==> src/rtl/rr_priority_arbiter.sv <==
// Registered rotating-priority / round-robin arbiter with one-hot grant and
// bounded lock tenure. The search starts at prio_base (mode 0) or at an internal pointer (mode 1).
module rr_priority_arbiter #(
  parameter int N        = 8,
  parameter int IDXW     = $clog2(N),
  parameter int LOCK_MAX = 16
) (
  input  logic            clk,
  input  logic            rst,
  input  logic [N-1:0]    req,
  input  logic            mode,
  input  logic [IDXW-1:0] prio_base,
  output logic [N-1:0]    grant,
  output logic [IDXW-1:0] grant_idx,
  output logic            grant_valid,
  output logic            grant_new
);

  // With LOCK_MAX == 0 the tenure counter only saturates at its all-ones value and never forces.
  localparam int TW      = (LOCK_MAX > 2) ? $clog2(LOCK_MAX) : 1;
  localparam int CAP_INT = (LOCK_MAX == 0) ? ((1 << TW) - 1) : (LOCK_MAX - 1);
  localparam logic [TW-1:0] TEN_CAP = TW'(CAP_INT);

  typedef enum logic {IDLE, BUSY} state_t;

  state_t          state_reg, state_next;
  logic [N-1:0]    grant_reg, grant_next;
  logic [IDXW-1:0] idx_reg, idx_next;
  logic            valid_reg, valid_next;
  logic            new_reg, new_next;
  logic [IDXW-1:0] ptr_reg, ptr_next;
  logic [TW-1:0]   tenure_reg, tenure_next;

  logic [IDXW:0]   base_ext;
  logic [IDXW-1:0] start_idx;
  logic [N-1:0]    others;
  logic [N-1:0]    cand;
  logic [IDXW-1:0] win_idx;
  logic [IDXW-1:0] win_inc;
  logic [N-1:0]    win_onehot;
  logic            owner_held;
  logic            force_release;

  // Circular search: first set bit at (start + k) mod N.
  function automatic logic [IDXW-1:0] find_first(input logic [N-1:0] vec,
                                                  input logic [IDXW-1:0] start);
    logic [IDXW-1:0] win;
    logic            found;
    logic [IDXW:0]   pos;
    win   = '0;
    found = 1'b0;
    for (int k = 0; k < N; k++) begin
      pos = {1'b0, start} + (IDXW+1)'(k);
      if (pos >= (IDXW+1)'(N)) pos = pos - (IDXW+1)'(N);
      if (!found && vec[pos[IDXW-1:0]]) begin
        win   = pos[IDXW-1:0];
        found = 1'b1;
      end
    end
    return win;
  endfunction

  assign base_ext  = {1'b0, prio_base};
  assign start_idx = mode ? ptr_reg :
                     (base_ext >= (IDXW+1)'(N)) ? IDXW'(base_ext - (IDXW+1)'(N)) : prio_base;
  assign others    = req & ~grant_reg;
  assign cand      = (state_reg == IDLE) ? req : others;
  assign win_idx   = find_first(cand, start_idx);
  assign win_inc   = (win_idx == IDXW'(N - 1)) ? '0 : win_idx + IDXW'(1);

  generate
    for (genvar gi = 0; gi < N; gi++) begin : g_onehot
      assign win_onehot[gi] = (win_idx == IDXW'(gi));
    end
  endgenerate

  assign owner_held    = |(req & grant_reg);
  assign force_release = (LOCK_MAX != 0) && (tenure_reg == TEN_CAP) && (|others);

  always_comb begin
    state_next  = state_reg;
    grant_next  = grant_reg;
    idx_next    = idx_reg;
    valid_next  = valid_reg;
    new_next    = 1'b0;
    ptr_next    = ptr_reg;
    tenure_next = tenure_reg;

    if ((state_reg == IDLE && |req) ||
        (state_reg == BUSY && (!owner_held || force_release) && |others)) begin
      state_next  = BUSY;
      grant_next  = win_onehot;
      idx_next    = win_idx;
      valid_next  = 1'b1;
      new_next    = 1'b1;
      ptr_next    = win_inc;
      tenure_next = '0;
    end else if (state_reg == BUSY && owner_held) begin
      tenure_next = (tenure_reg == TEN_CAP) ? TEN_CAP : tenure_reg + TW'(1);
    end else begin
      state_next  = IDLE;
      grant_next  = '0;
      idx_next    = '0;
      valid_next  = 1'b0;
      tenure_next = '0;
    end
  end

  always_ff @(posedge clk or posedge rst) begin
    if (rst) begin
      state_reg  <= IDLE;
      grant_reg  <= '0;
      idx_reg    <= '0;
      valid_reg  <= 1'b0;
      new_reg    <= 1'b0;
      ptr_reg    <= '0;
      tenure_reg <= '0;
    end else begin
      state_reg  <= state_next;
      grant_reg  <= grant_next;
      idx_reg    <= idx_next;
      valid_reg  <= valid_next;
      new_reg    <= new_next;
      ptr_reg    <= ptr_next;
      tenure_reg <= tenure_next;
    end
  end

  assign grant       = grant_reg;
  assign grant_idx   = idx_reg;
  assign grant_valid = valid_reg;
  assign grant_new   = new_reg;

endmodule
==> config.mk <==
export PLATFORM = sky130hd
export DESIGN_NAME = rr_priority_arbiter
export DESIGN_NICKNAME = d
export VERILOG_FILES = /design/src/rtl/rr_priority_arbiter.sv
export SDC_FILE = /design/constraint.sdc
export NUM_CORES = 1
export LEC_CHECK = 0
export CAP_MARGIN = 20
export CORE_UTILIZATION = 55
export DETAILED_ROUTE_END_ITERATION = 10
export PLACE_DENSITY = 0.81
export REMOVE_ABC_BUFFERS = 1
export SLEW_MARGIN = 10
export SYNTH_ARGS = -nofsm -noshare
export SYNTH_HDL_FRONTEND = slang
export SYNTH_SLANG_ARGS = --single-unit
==> constraint.sdc <==
create_clock -name clk -period 5 [get_ports clk]
set_clock_uncertainty 0.1 [all_clocks]
set_input_delay 0.75 -clock clk [delete_from_list [all_inputs] [get_ports clk]]
set_output_delay 0.75 -clock clk [all_outputs]
set_load 0.005 [all_outputs]
==> summary.md <==
| Metric | Value |
|---|---|
| Vias | `1901` |
| PostCTS Resize Cnt | `0` |
| Crit path capture type | `flip-flop` |
| ANT cells | `0` |
| Synth Area per Inst | `8.686 sq um` |
| Number of global-route vias before repair | `1683` |
| Hold WC Path Type | `flip-flop to flip-flop` |
| Library cells used by synthesis | `54` |
| Worst Path Required | `5100 ps` |
| Fin crit share | `0.9100` |
| Sink Count | `20` |
| Die X | `61.61 microns` |
| Worst IR Drop VDD | `0.3796 mV` |
| Core ar. | `0.003363 sq mm` |
| Met3 Usage GRT | `0.02311` |
| Pin count of the biggest net entering global routing | `21` |
| Seq. cell area | `500.5 sq um` |
| CTS root buf | `clkbuf_4` |
| Layout cells sized above 1 | `0.1260` |
| Initial Util | `0.5811` |
| Multi-input logic area | `0.001354 sq mm` |
| Final WL | `5132 microns` |
| Hpwl dp | `3953 microns` |
| CTS Buf Count | `3` |
| Most frequent cells in the layout | `nand2_1, clkdlybuf4s50_1, dfrtp_1` |
| Global route hottest layer | `met2` |
| Hold Fails Final Rpt | `0` |
| Arrival @ worst endpoint | `4650 ps` |
| Grt ovf | `0` |
| Setup-failing EPs final | `0` |
| Die H | `61.61 microns` |
| First-pass GRT wire length | `7872 microns` |
| Max-slew violations | `0` |
| Async S/R FF share, synth | `1.000` |
| GRT met1 Usage | `0.3773` |
| Fmax | `219.8 MHz` |
| EDFF count, synth | `0` |
| Final setup TNS | `0 ps` |
| Seq cells post-synth | `20` |
| GR Util met2 | `0.4700` |
| Via density | `6.337` |
| PwrDens | `645.6 mW/mm^2` |
| Final ANT Viol Nets | `0` |
| Htree depth | `1` |
| Setup Buffers After CTS | `0` |
| Worst-Margin Slew | `728.9 ps` |
| Detailed Routing Iterations Pass 1 | `4` |
| Outcome | `completed` |
| Synthesis Warnings | `0` |
| Max Root-Sink Buffers | `2` |
| Cts hold-fix bufs | `0` |
| Commonest non-fill, non-tap cell in the layout | `nand2_1` |
| Area Growth Syn to Fin | `18.37%` |
| Wire length per cell | `17.11 microns` |
| Top FF cell, synth | `dfrtp_1` |
| Post-Syn Area | `0.001954 sq mm` |
| FP Rows | `21` |
| DRC viols | `0` |
| Post-layout min period | `4550 ps` |
| Critical path startpoint category | `input pin` |
| Max-cap violations | `0` |
| RSZ-0062 raised after global routing | `no` |
| Nets@finish | `274` |
| All-layer global routing usage | `0.2863` |
| Skew-Pair Late Insertion Delay | `290 ps` |
| GPL Wtd Cong | `0.9078` |
| Crit Path Max Fanout | `7` |
| Max reg flops | `8` |
| Leak | `0.0009799 uW` |
| Sequential fraction of the synthesis area | `0.2561` |
| CTS tree | `done` |
| Fillcell total | `291` |
| Slew margin rel. | `0.5135` |
| Initial antenna violation count | `0` |
| Post-synthesis cell count | `225` |
| Number of port buffers | `26` |
| CTS clk-pin slew, worst paths | `100 ps` |
| Drt initial violations | `135` |
| Critical setup path kind | `input pin to flip-flop` |
| I/O Pins | `27` |
| Hold_ws | `401.7 ps` |
| Die area | `0.003796 sq mm` |
[power by group]
part / total [uW] / internal [uW] / switching [uW]
Combinational: 1160 / 499 / 656
Clock: 71.4 / 28.0 / 43.4
Sequential: 267 / 220 / 47.3
Total: 1490 / 747 / 747
[critical path: stages]
cell and delay, ps:
clkdlybuf4s50_1 630, mux2i_2 410, ha_1 380, mux2i_1 530
nor4_1 110, nor4_1 650, a21oi_1 110, o211ai_1 140
o211a_1 230, inv_1 120, ha_1 210, inv_1 110
nor3_1 70, o31ai_1 190
[path summary, 6_finish.rpt]
check,startpoint,end,slack (ps),cells after the start
setup / recovery,mode,ptr_reg[0]$_DFFE_PP0N_,450,14
hold / removal,tenure_reg[0]$_DFF_PP0_,tenure_reg[0]$_DFF_PP0_,400,1
setup reg to reg,grant_valid$_DFFE_PP0P_,ptr_reg[0]$_DFFE_PP0N_,1180,13
hold reg to reg,tenure_reg[0]$_DFF_PP0_,tenure_reg[0]$_DFF_PP0_,400,1
max in group asynchronous,rst,grant_new$_DFF_PP0_,3570,2
min in group asynchronous,rst,grant[1]$_DFFE_PP0P_,770,2
[layout make-up]
class,instances,share of cell area
clock buffer,3,0.009735
inverter,17,0.02866
sequential,20,0.2163
tap,46,0.02488
multi-input combinational,181,0.5852
timing repair buffer,33,0.1352
[synth_stat cells, types with 4 or more instances]
library cell	count	area [sq um]
a21boi_0	11	82.58
a21oi_1	7	35.03
a22oi_1	4	30.03
and2_1	4	25.02
clkbuf_1	6	22.52
dfrtp_1	20	500.5
ha_1	4	50.05
inv_1	14	52.55
mux2_2	8	90.09
mux2i_1	18	180.2
nand2_1	29	108.9
nand3_1	7	35.03
nor2_1	9	33.78
nor3_1	6	30.03
nor4_1	7	43.79
o21ai_0	8	40.04
o22ai_1	4	25.02
o31ai_1	8	60.06
[stage by stage]
stage	total power [uW]	util	cell area [sq um]	worst slack, ps	std cells
after floorplan	1079	-	1921	969.9	218
after detailed placement	1395	0.6812	2291	160.6	297
after global placement	1392	0.6812	2291	262.5	297
after CTS	1477	0.6879	2313	488.9	300
final	1494	0.6879	2313	450.2	300
after global routing	1605	0.6879	2313	186.3	300
[logic make-up after synthesis]
logic type,share of synthesized area
AO/OA/AOI/OAI,0.2618
XOR/XNOR,0.01345
adder cells (fa/ha/maj),0.02561
buffers and inverters,0.05121
flip-flops,0.2561
multiplexers,0.2125
AND/OR/NAND/NOR,0.1793
[routing by layer]
layer / share of wire / vias to the layer above / wire length (microns)
li1: - / 915 / -
met1: 0.43 / 885 / 2199
met2: 0.47 / 83 / 2431
met3: 0.058 / 18 / 297
met4: 0.040 / 0 / 204
met5: 0 / - / 0
No activity file was read; power rests on OpenSTA's default activity.
